--- config.mk ---
export PLATFORM = sky130hd
export DESIGN_NAME = uart_rx
export DESIGN_NICKNAME = d
export VERILOG_FILES = /design/src/rtl/uart_rx.sv
export SDC_FILE = /design/constraint.sdc
export NUM_CORES = 1
export LEC_CHECK = 0
export BUFFER_PORTS_ARGS = -buffer_cell sky130_fd_sc_hd__buf_2
export CELL_PAD_IN_SITES_DETAIL_PLACEMENT = 0
export CELL_PAD_IN_SITES_GLOBAL_PLACEMENT = 2
export CORE_MARGIN = 2
export CORE_UTILIZATION = 35
export CTS_CLUSTER_SIZE = 8
export DETAILED_ROUTE_END_ITERATION = 12
export PLACE_DENSITY = 0.71
export SYNTH_ARGS = -nofsm -noshare
export SYNTH_HDL_FRONTEND = slang
export SYNTH_SLANG_ARGS = --single-unit
--- constraint.sdc ---
create_clock -name CLK -period 5.55 [get_ports CLK]
set_clock_uncertainty 0.05 [all_clocks]
set_input_delay 1.11 -clock CLK [delete_from_list [all_inputs] [get_ports CLK]]
set_output_delay 1.11 -clock CLK [all_outputs]
set_load 0.02 [all_outputs]
--- src/rtl/uart_rx.sv ---
// 8N1/8E1/8O1 UART receiver with one-cycle VALID strobe plus parity and framing status.
// Define UART_RX_MAJORITY_EN to take each bit as the 2-of-3 majority around the bit centre.
module uart_rx #(
  parameter int unsigned BIT_TIME = 40
) (
  input  logic       CLK,
  input  logic       RESET_N,
  input  logic       RX,
  input  logic       PARITY_EN,
  input  logic       PARITY_ODD,
  output logic [7:0] DATA,
  output logic       VALID,
  output logic       PARITY_ERR,
  output logic       FRAME_ERR,
  output logic       BUSY
);

  localparam logic [8:0] CntTerm = 9'(BIT_TIME);
  localparam logic [8:0] CntHalf = 9'(BIT_TIME / 2);

  typedef enum logic [2:0] {StIdle, StStart, StData, StParity, StStop, StBreak} state_e;

  state_e     state_q, state_d;
  logic       rx_meta_q, rx_s_q;
  logic [8:0] cnt_q, cnt_d;
  logic [2:0] idx_q, idx_d;
  logic [7:0] shreg_q, shreg_d;
  logic [7:0] data_q, data_d;
  logic       par_q, par_d;
  logic       par_en_q, par_en_d;
  logic       perr_q, perr_d;
  logic       perr_out_q, perr_out_d;
  logic       ferr_q, ferr_d;
  logic       valid_q, valid_d;
  logic       stop_seen_q, stop_seen_d;
  logic       at_half;
  logic       bit_s;

  assign at_half = (cnt_q == CntHalf);

`ifdef UART_RX_MAJORITY_EN
  logic [1:0] maj_q, maj_d;

  always_comb begin
    maj_d = maj_q;
    if (cnt_q == CntHalf - 9'd2) maj_d[0] = rx_s_q;
    if (cnt_q == CntHalf - 9'd1) maj_d[1] = rx_s_q;
    bit_s = (maj_q[0] & maj_q[1]) | (maj_q[0] & rx_s_q) | (maj_q[1] & rx_s_q);
  end

  always_ff @(posedge CLK or negedge RESET_N) begin
    if (!RESET_N) maj_q <= 2'b11;
    else          maj_q <= maj_d;
  end
`else
  assign bit_s = rx_s_q;
`endif

  always_comb begin
    state_d     = state_q;
    idx_d       = idx_q;
    shreg_d     = shreg_q;
    data_d      = data_q;
    par_d       = par_q;
    par_en_d    = par_en_q;
    perr_d      = perr_q;
    perr_out_d  = perr_out_q;
    ferr_d      = ferr_q;
    valid_d     = 1'b0;
    stop_seen_d = stop_seen_q;

    unique case (state_q)
      StIdle: begin
        if (!rx_s_q) state_d = StStart;
      end
      StStart: begin
        if (at_half) begin
          if (!bit_s) begin
            state_d  = StData;
            par_en_d = PARITY_EN;
            // Seeding with the odd flag turns the XOR of data bits into the expected parity bit.
            par_d    = PARITY_ODD;
            idx_d    = 3'd0;
            perr_d   = 1'b0;
          end else begin
            state_d = StIdle;
          end
        end
      end
      StData: begin
        if (at_half) begin
          shreg_d = {bit_s, shreg_q[7:1]};
          par_d   = par_q ^ bit_s;
          idx_d   = idx_q + 3'd1;
          if (idx_q == 3'd7) state_d = par_en_q ? StParity : StStop;
        end
      end
      StParity: begin
        if (at_half) begin
          perr_d  = bit_s ^ par_q;
          state_d = StStop;
        end
      end
      StStop: begin
        if (at_half) begin
          data_d      = shreg_q;
          perr_out_d  = par_en_q & perr_q;
          ferr_d      = ~bit_s;
          valid_d     = 1'b1;
          stop_seen_d = 1'b1;
        end else if (stop_seen_q && (cnt_q == CntTerm)) begin
          // Leaving at the end of the stop period lets an immediate next start edge be caught.
          state_d     = ferr_q ? StBreak : StIdle;
          stop_seen_d = 1'b0;
        end
      end
      StBreak: begin
        if (rx_s_q) state_d = StIdle;
      end
      default: state_d = StIdle;
    endcase

    // Counter free-runs across the frame so every sample point stays one bit period apart.
    if ((state_q == StIdle) || (state_d == StIdle)) begin
      cnt_d = 9'd0;
    end else if (cnt_q == CntTerm) begin
      cnt_d = 9'd0;
    end else begin
      cnt_d = cnt_q + 9'd1;
    end
  end

  always_ff @(posedge CLK or negedge RESET_N) begin
    if (!RESET_N) begin
      rx_meta_q   <= 1'b1;
      rx_s_q      <= 1'b1;
      state_q     <= StIdle;
      cnt_q       <= 9'd0;
      idx_q       <= 3'd0;
      shreg_q     <= 8'h00;
      data_q      <= 8'h00;
      par_q       <= 1'b0;
      par_en_q    <= 1'b0;
      perr_q      <= 1'b0;
      perr_out_q  <= 1'b0;
      ferr_q      <= 1'b0;
      valid_q     <= 1'b0;
      stop_seen_q <= 1'b0;
    end else begin
      rx_meta_q   <= RX;
      rx_s_q      <= rx_meta_q;
      state_q     <= state_d;
      cnt_q       <= cnt_d;
      idx_q       <= idx_d;
      shreg_q     <= shreg_d;
      data_q      <= data_d;
      par_q       <= par_d;
      par_en_q    <= par_en_d;
      perr_q      <= perr_d;
      perr_out_q  <= perr_out_d;
      ferr_q      <= ferr_d;
      valid_q     <= valid_d;
      stop_seen_q <= stop_seen_d;
    end
  end

  assign DATA       = data_q;
  assign VALID      = valid_q;
  assign PARITY_ERR = perr_out_q;
  assign FRAME_ERR  = ferr_q;
  assign BUSY       = (state_q != StIdle);

endmodule

After elaboration in Yosys (flattened, before gate mapping)
Cells that the tools add are included.
Widths: inputs -> output; s select.
{"block": "word_totals", "regBits": 40, "in_bits": 5, "output_inout_bits": 12, "word_cells": 74}
{"block": "op_classes", "add_sub_neg": 2, "eq_ne": 12, "n_mux": 29, "bitwise_logic": 3, "n_reduce_logical": 14}
{"cell": "$mux 3", "count": 13}
{"cell": "$mux 9", "count": 2}
{"cell": "$pmux 3 s6", "count": 1}
{"cell": "$add 9x1->9 const B", "count": 1}
{"cell": "$eq 3x3->1 const B", "count": 3}
{"cell": "$eq 9x5->1 const B", "count": 1}
{"cell": "$eq 9x6->1 const B", "count": 1}
{"cell": "$mux 1", "count": 9}
{"cell": "$ne 2x2->1 const B", "count": 4}
{"cell": "$reduce_and 4->1", "count": 2}
{"cell": "$eq 3x2->1 const B", "count": 2}
{"cell": "$logic_not 3->1", "count": 2}
{"cell": "$pmux 3 s2", "count": 1}
{"cell": "$reduce_and 2->1", "count": 3}
{"cell": "$reduce_bool 2->1", "count": 3}
{"cell": "$pmux 1 s2", "count": 2}
{"cell": "$add 3x1->3 const B", "count": 1}
{"cell": "$eq 3x1->1 const B", "count": 1}
{"cell": "$reduce_and 3->1", "count": 1}
{"cell": "$reduce_bool 3->1", "count": 1}
{"cell": "$mux 2", "count": 1}
{"cell": "$and 1x1->1", "count": 1}
{"cell": "$logic_and 1x1->1", "count": 1}
{"cell": "$logic_or 1x1->1", "count": 1}
{"cell": "other kinds (2)", "count": 2}

Logic depth before layout (Yosys ltp)
{"block": "depth", "depth_word": 8, "mapped_depth": 7, "ltp_nobuf": 6}

Least setup slack after synthesis
Ideal clock, no wire load.
{"block": "synth_path", "kind": "register to output", "startpoint": "register state_q[2]", "endpoint": "output BUSY", "arrival_ns": 0.978, "required_ns": 4.390, "slack_ns": 3.412, "stages_incl_launch_ff": 4, "path_buffers": 1, "path_cell_list": "dfrtp_1 -> buf_2 -> nor3_1 -> inv_1"}
{"block": "synth_via", "elab_chain_cells": 1}
{"element": "start, declared", "line": "23", "source": "state_e state_q, state_d;"}
{"element": "start signal, assigned", "line": "137", "source": "state_q <= StIdle;"}
{"element": "start signal, assigned", "line": "152", "source": "state_q <= state_d;"}
{"element": "$reduce_bool 3->1", "line": "171", "source": "assign BUSY = (state_q != StIdle);"}
{"element": "end, declared", "line": "15", "source": "output logic BUSY"}
No other way between the ends.

Final worst setup path
Same ends and word-level chain as after synthesis.

==> impl_metrics.py <==
metrics = {
    "global_route": {
        "antenna_found_initial": 0,
        "grt-ovfl-total": 0,
        "grt_pass1_vias": 1273,
        "grt_first_pass_wirelength_um": 6290,
        "grt_use_total_pct": 13.3,
        "grt_max_degree": 41,
    },
    "synth": {
        "synth_area_leaders": "dfrtp_1, mux2_4, mux2_2, xnor2_1, a211oi_1",
        "synthCells": 165,
        "syn_nets": 174,
        "syn_avg_cell_area_um2": 11.8,
        "yosysWarnings": 0,
        "ys_ff_latch": 40,
        "synth_cell_types": 41,
        "syn_area_um2": 1940,
        "synth_top_area_cell": "dfrtp_1",
        "ys_seq_area_share_pct": 51.6,
        "synth_top_cell_area_share_pct": 48.9,
    },
    "route": {
        "via_per_inst": 4.94,
        "drc": 0,
        "drt_iter0_markers": 65,
        "routedWlPerCell_um": 13.9,
        "via_count": 1256,
        "wl_um": 3530,
        "ant_nets": 0,
        "first_pass_iters": 4,
    },
    "clocking": {
        "cts_resized": 0,
        "cts-buffers-inserted": 5,
        "cts_sinks": 40,
        "hold_buffers": 0,
        "clk_pin_slew_ns": 0.08,
        "cts_tree": "built",
        "cts_buffer_depth": 2,
        "clock_tree.root_cell": "clkbuf_8",
        "post_cts.repair.setup_buffers": 0,
        "clock_latency_ns": 0.29,
        "htree_levels": 2,
    },
    "place": {
        "gp_congestion": 0.811,
        "dp_hpwl_um": 2470,
        "place_ws_ns": 3.22,
        "io_buffers": 16,
    },
    "min_path": {
        "hp-class": "flip-flop to flip-flop",
    },
    "timing": {
        "setup_tns_ns": 0,
        "hold_violations": 0,
        "hold_slack_ns": 0.306,
        "timing.final.crit_share_pct": 47.6,
        "max_slew.worst_pin.slew_ns": 0.873,
        "slew_headroom_pct": 41.8,
        "rsz0062_at_grt": "false",
        "setup_slack_ns": 2.91,
        "max_freq_ghz": 0.379,
        "slew_violations": 0,
        "min_period_ns": 2.64,
        "finalSetupViolations": 0,
    },
    "pwr": {
        "sequentialPowerShare_pct": 51.5,
        "p_switching_mw": 0.231,
        "internal_power_mw": 0.470,
        "swShare_pct": 33.0,
        "ir_drop_mv": 0.112,
        "leakage_nw": 1.02,
        "p_per_area_nw_per_um2": 324,
        "clkPwrFrac_pct": 26.2,
        "p_comb_share_pct": 22.3,
    },
    "worst_setup_path": {
        "required_ns": 4.39,
        "r2r-start": "cnt_q[0]",
        "r2r-end": "shreg_q[0]",
        "critPathMaxFanout": 11,
        "crit_path_start": "state_q[2]",
        "worstPathArrival_ns": 1.48,
        "worst_r2r_path_depth": 6,
        "critical_path_class": "flip-flop to output pin",
        "worst_setup_path_start_kind": "flip-flop",
        "ff2ff_setup_slack_ns": 3.36,
        "endpoint": "BUSY",
        "worst_setup_path_end_kind": "output pin",
    },
    "floorplanning": {
        "die_w_um": 78.5,
        "die_y_um": 78.5,
        "rows": 27,
        "ios": 17,
        "dieArea_um2": 6170,
        "start_util_pct": 35.7,
        "core_area_um2": 5440,
    },
    "cells_and_area": {
        "drive_gt1_share_pct": 26.9,
        "layout_commonest_cell": "dfrtp_1",
        "area_delta_synth_final_pct": 11.3,
        "antenna_cells": 0,
        "layout.nets": 191,
        "final_cell_mix": "dfrtp_1, buf_2, inv_1, nand2_1",
    },
    "status": {
        "status": "finished clean",
    },
    "run": {
        "maxCapViolCount": 0,
    },
}
metrics by stage:
step	power, mW	utilization (%)	cell area, um^2	instances
after global routing	0.753	39.8	2160	254
after CTS	0.713	39.8	2160	254
after floorplan	0.483	-	1940	165
after global placement	0.519	38.3	2080	247
after detailed placement	0.524	38.3	2080	247
final	0.701	39.8	2160	254
worst min-delay path by stage:
stage,from,to,slack [ns],depth (start not counted)
floorplan,rx_meta_q,bit_s,0.30,0
global placement,rx_meta_q,bit_s,0.30,0
detailed placement,rx_meta_q,bit_s,0.30,0
CTS,rx_meta_q,bit_s,0.31,0
global route,rx_meta_q,bit_s,0.31,0
finish,rx_meta_q,bit_s,0.31,0
state kept, by name (all words and copies together), names as in the netlist:
register / cells
DATA: 8
FRAME_ERR: 1
idx_q: 3
PARITY_ERR: 1
bit_s: 1
par_en_q: 1
VALID: 1
shreg_q: 8
rx_meta_q: 1
par_q: 1
perr_q: 1
stop_seen_q: 1
state_q: 3
cnt_q: 9
final cells by class:
class | instances | area, um^2
fillers | 514 | 3270
flip-flops and latches | 40 | 1000
multi-input cells | 106 | 861
well taps | 72 | 90.1
repair buffers | 16 | 80.1
clock buffers | 5 | 68.8
inverters | 13 | 48.8
clock inverters | 2 | 12.5
power groups by stage:
stage          Combinational [mW]  Sequential [mW]  Clock, mW
2_1_floorplan               0.137            0.346          0
3_3_place_gp                0.154            0.364          0
3_5_place_dp                0.157            0.366          0
4_1_cts                     0.158            0.361      0.194
5_1_grt                     0.179            0.368      0.206
6_report                    0.157            0.361      0.184
routing by layer:
layer	up-vias	track usage, %	part of all wire [%]
met5	-	0	0
met4	0	5.09	1.3
met3	5	3.91	3.0
met2	14	19.5	47
met1	622	18.5	49
li1	615	-	-
synth_stat cells (all sizes together):
library cell and instances:
o31ai 2, and2 2, a41oi 2, nor2 8
nor2b 2, o21ai 6, clkbuf 1, buf 5
dfrtp 38, nand2 14, mux2 17, a31oi 1
nor3 4, ha 4, a221o 1, xnor2 7
and4bb 1, o2111ai 1, nor3b 2, o211ai 1
a211oi 10, nand3 5, nand4 3, nor4b 1
o22a 1, dfstp 2, nor4 1, nor4bb 1
or3b 1, a21oi 5, a22oi 1, inv 13
xor2 1, nand2b 1
critical path, cell delays in order (launching register included):
cell     delay, ns
dfrtp_1       0.50
nor3_1        0.39
inv_1         0.12
buf_2         0.18
kinds of logic (layout without fill, tap and decap cells):
logic type               after synthesis  after routing  share of synthesized area, %
AND/OR/NAND/NOR                       46             46                          14.5
flip-flops                            40             40                          51.6
AO/OA/AOI/OAI                         31             31                          12.2
buffers and inverters                 19             36                          4.12
multiplexers                          17             17                          11.4
XOR/XNOR                               8              8                          3.60
adder cells (fa/ha/maj)                4              4                          2.57
No activity file was read; power rests on OpenSTA's default activity.
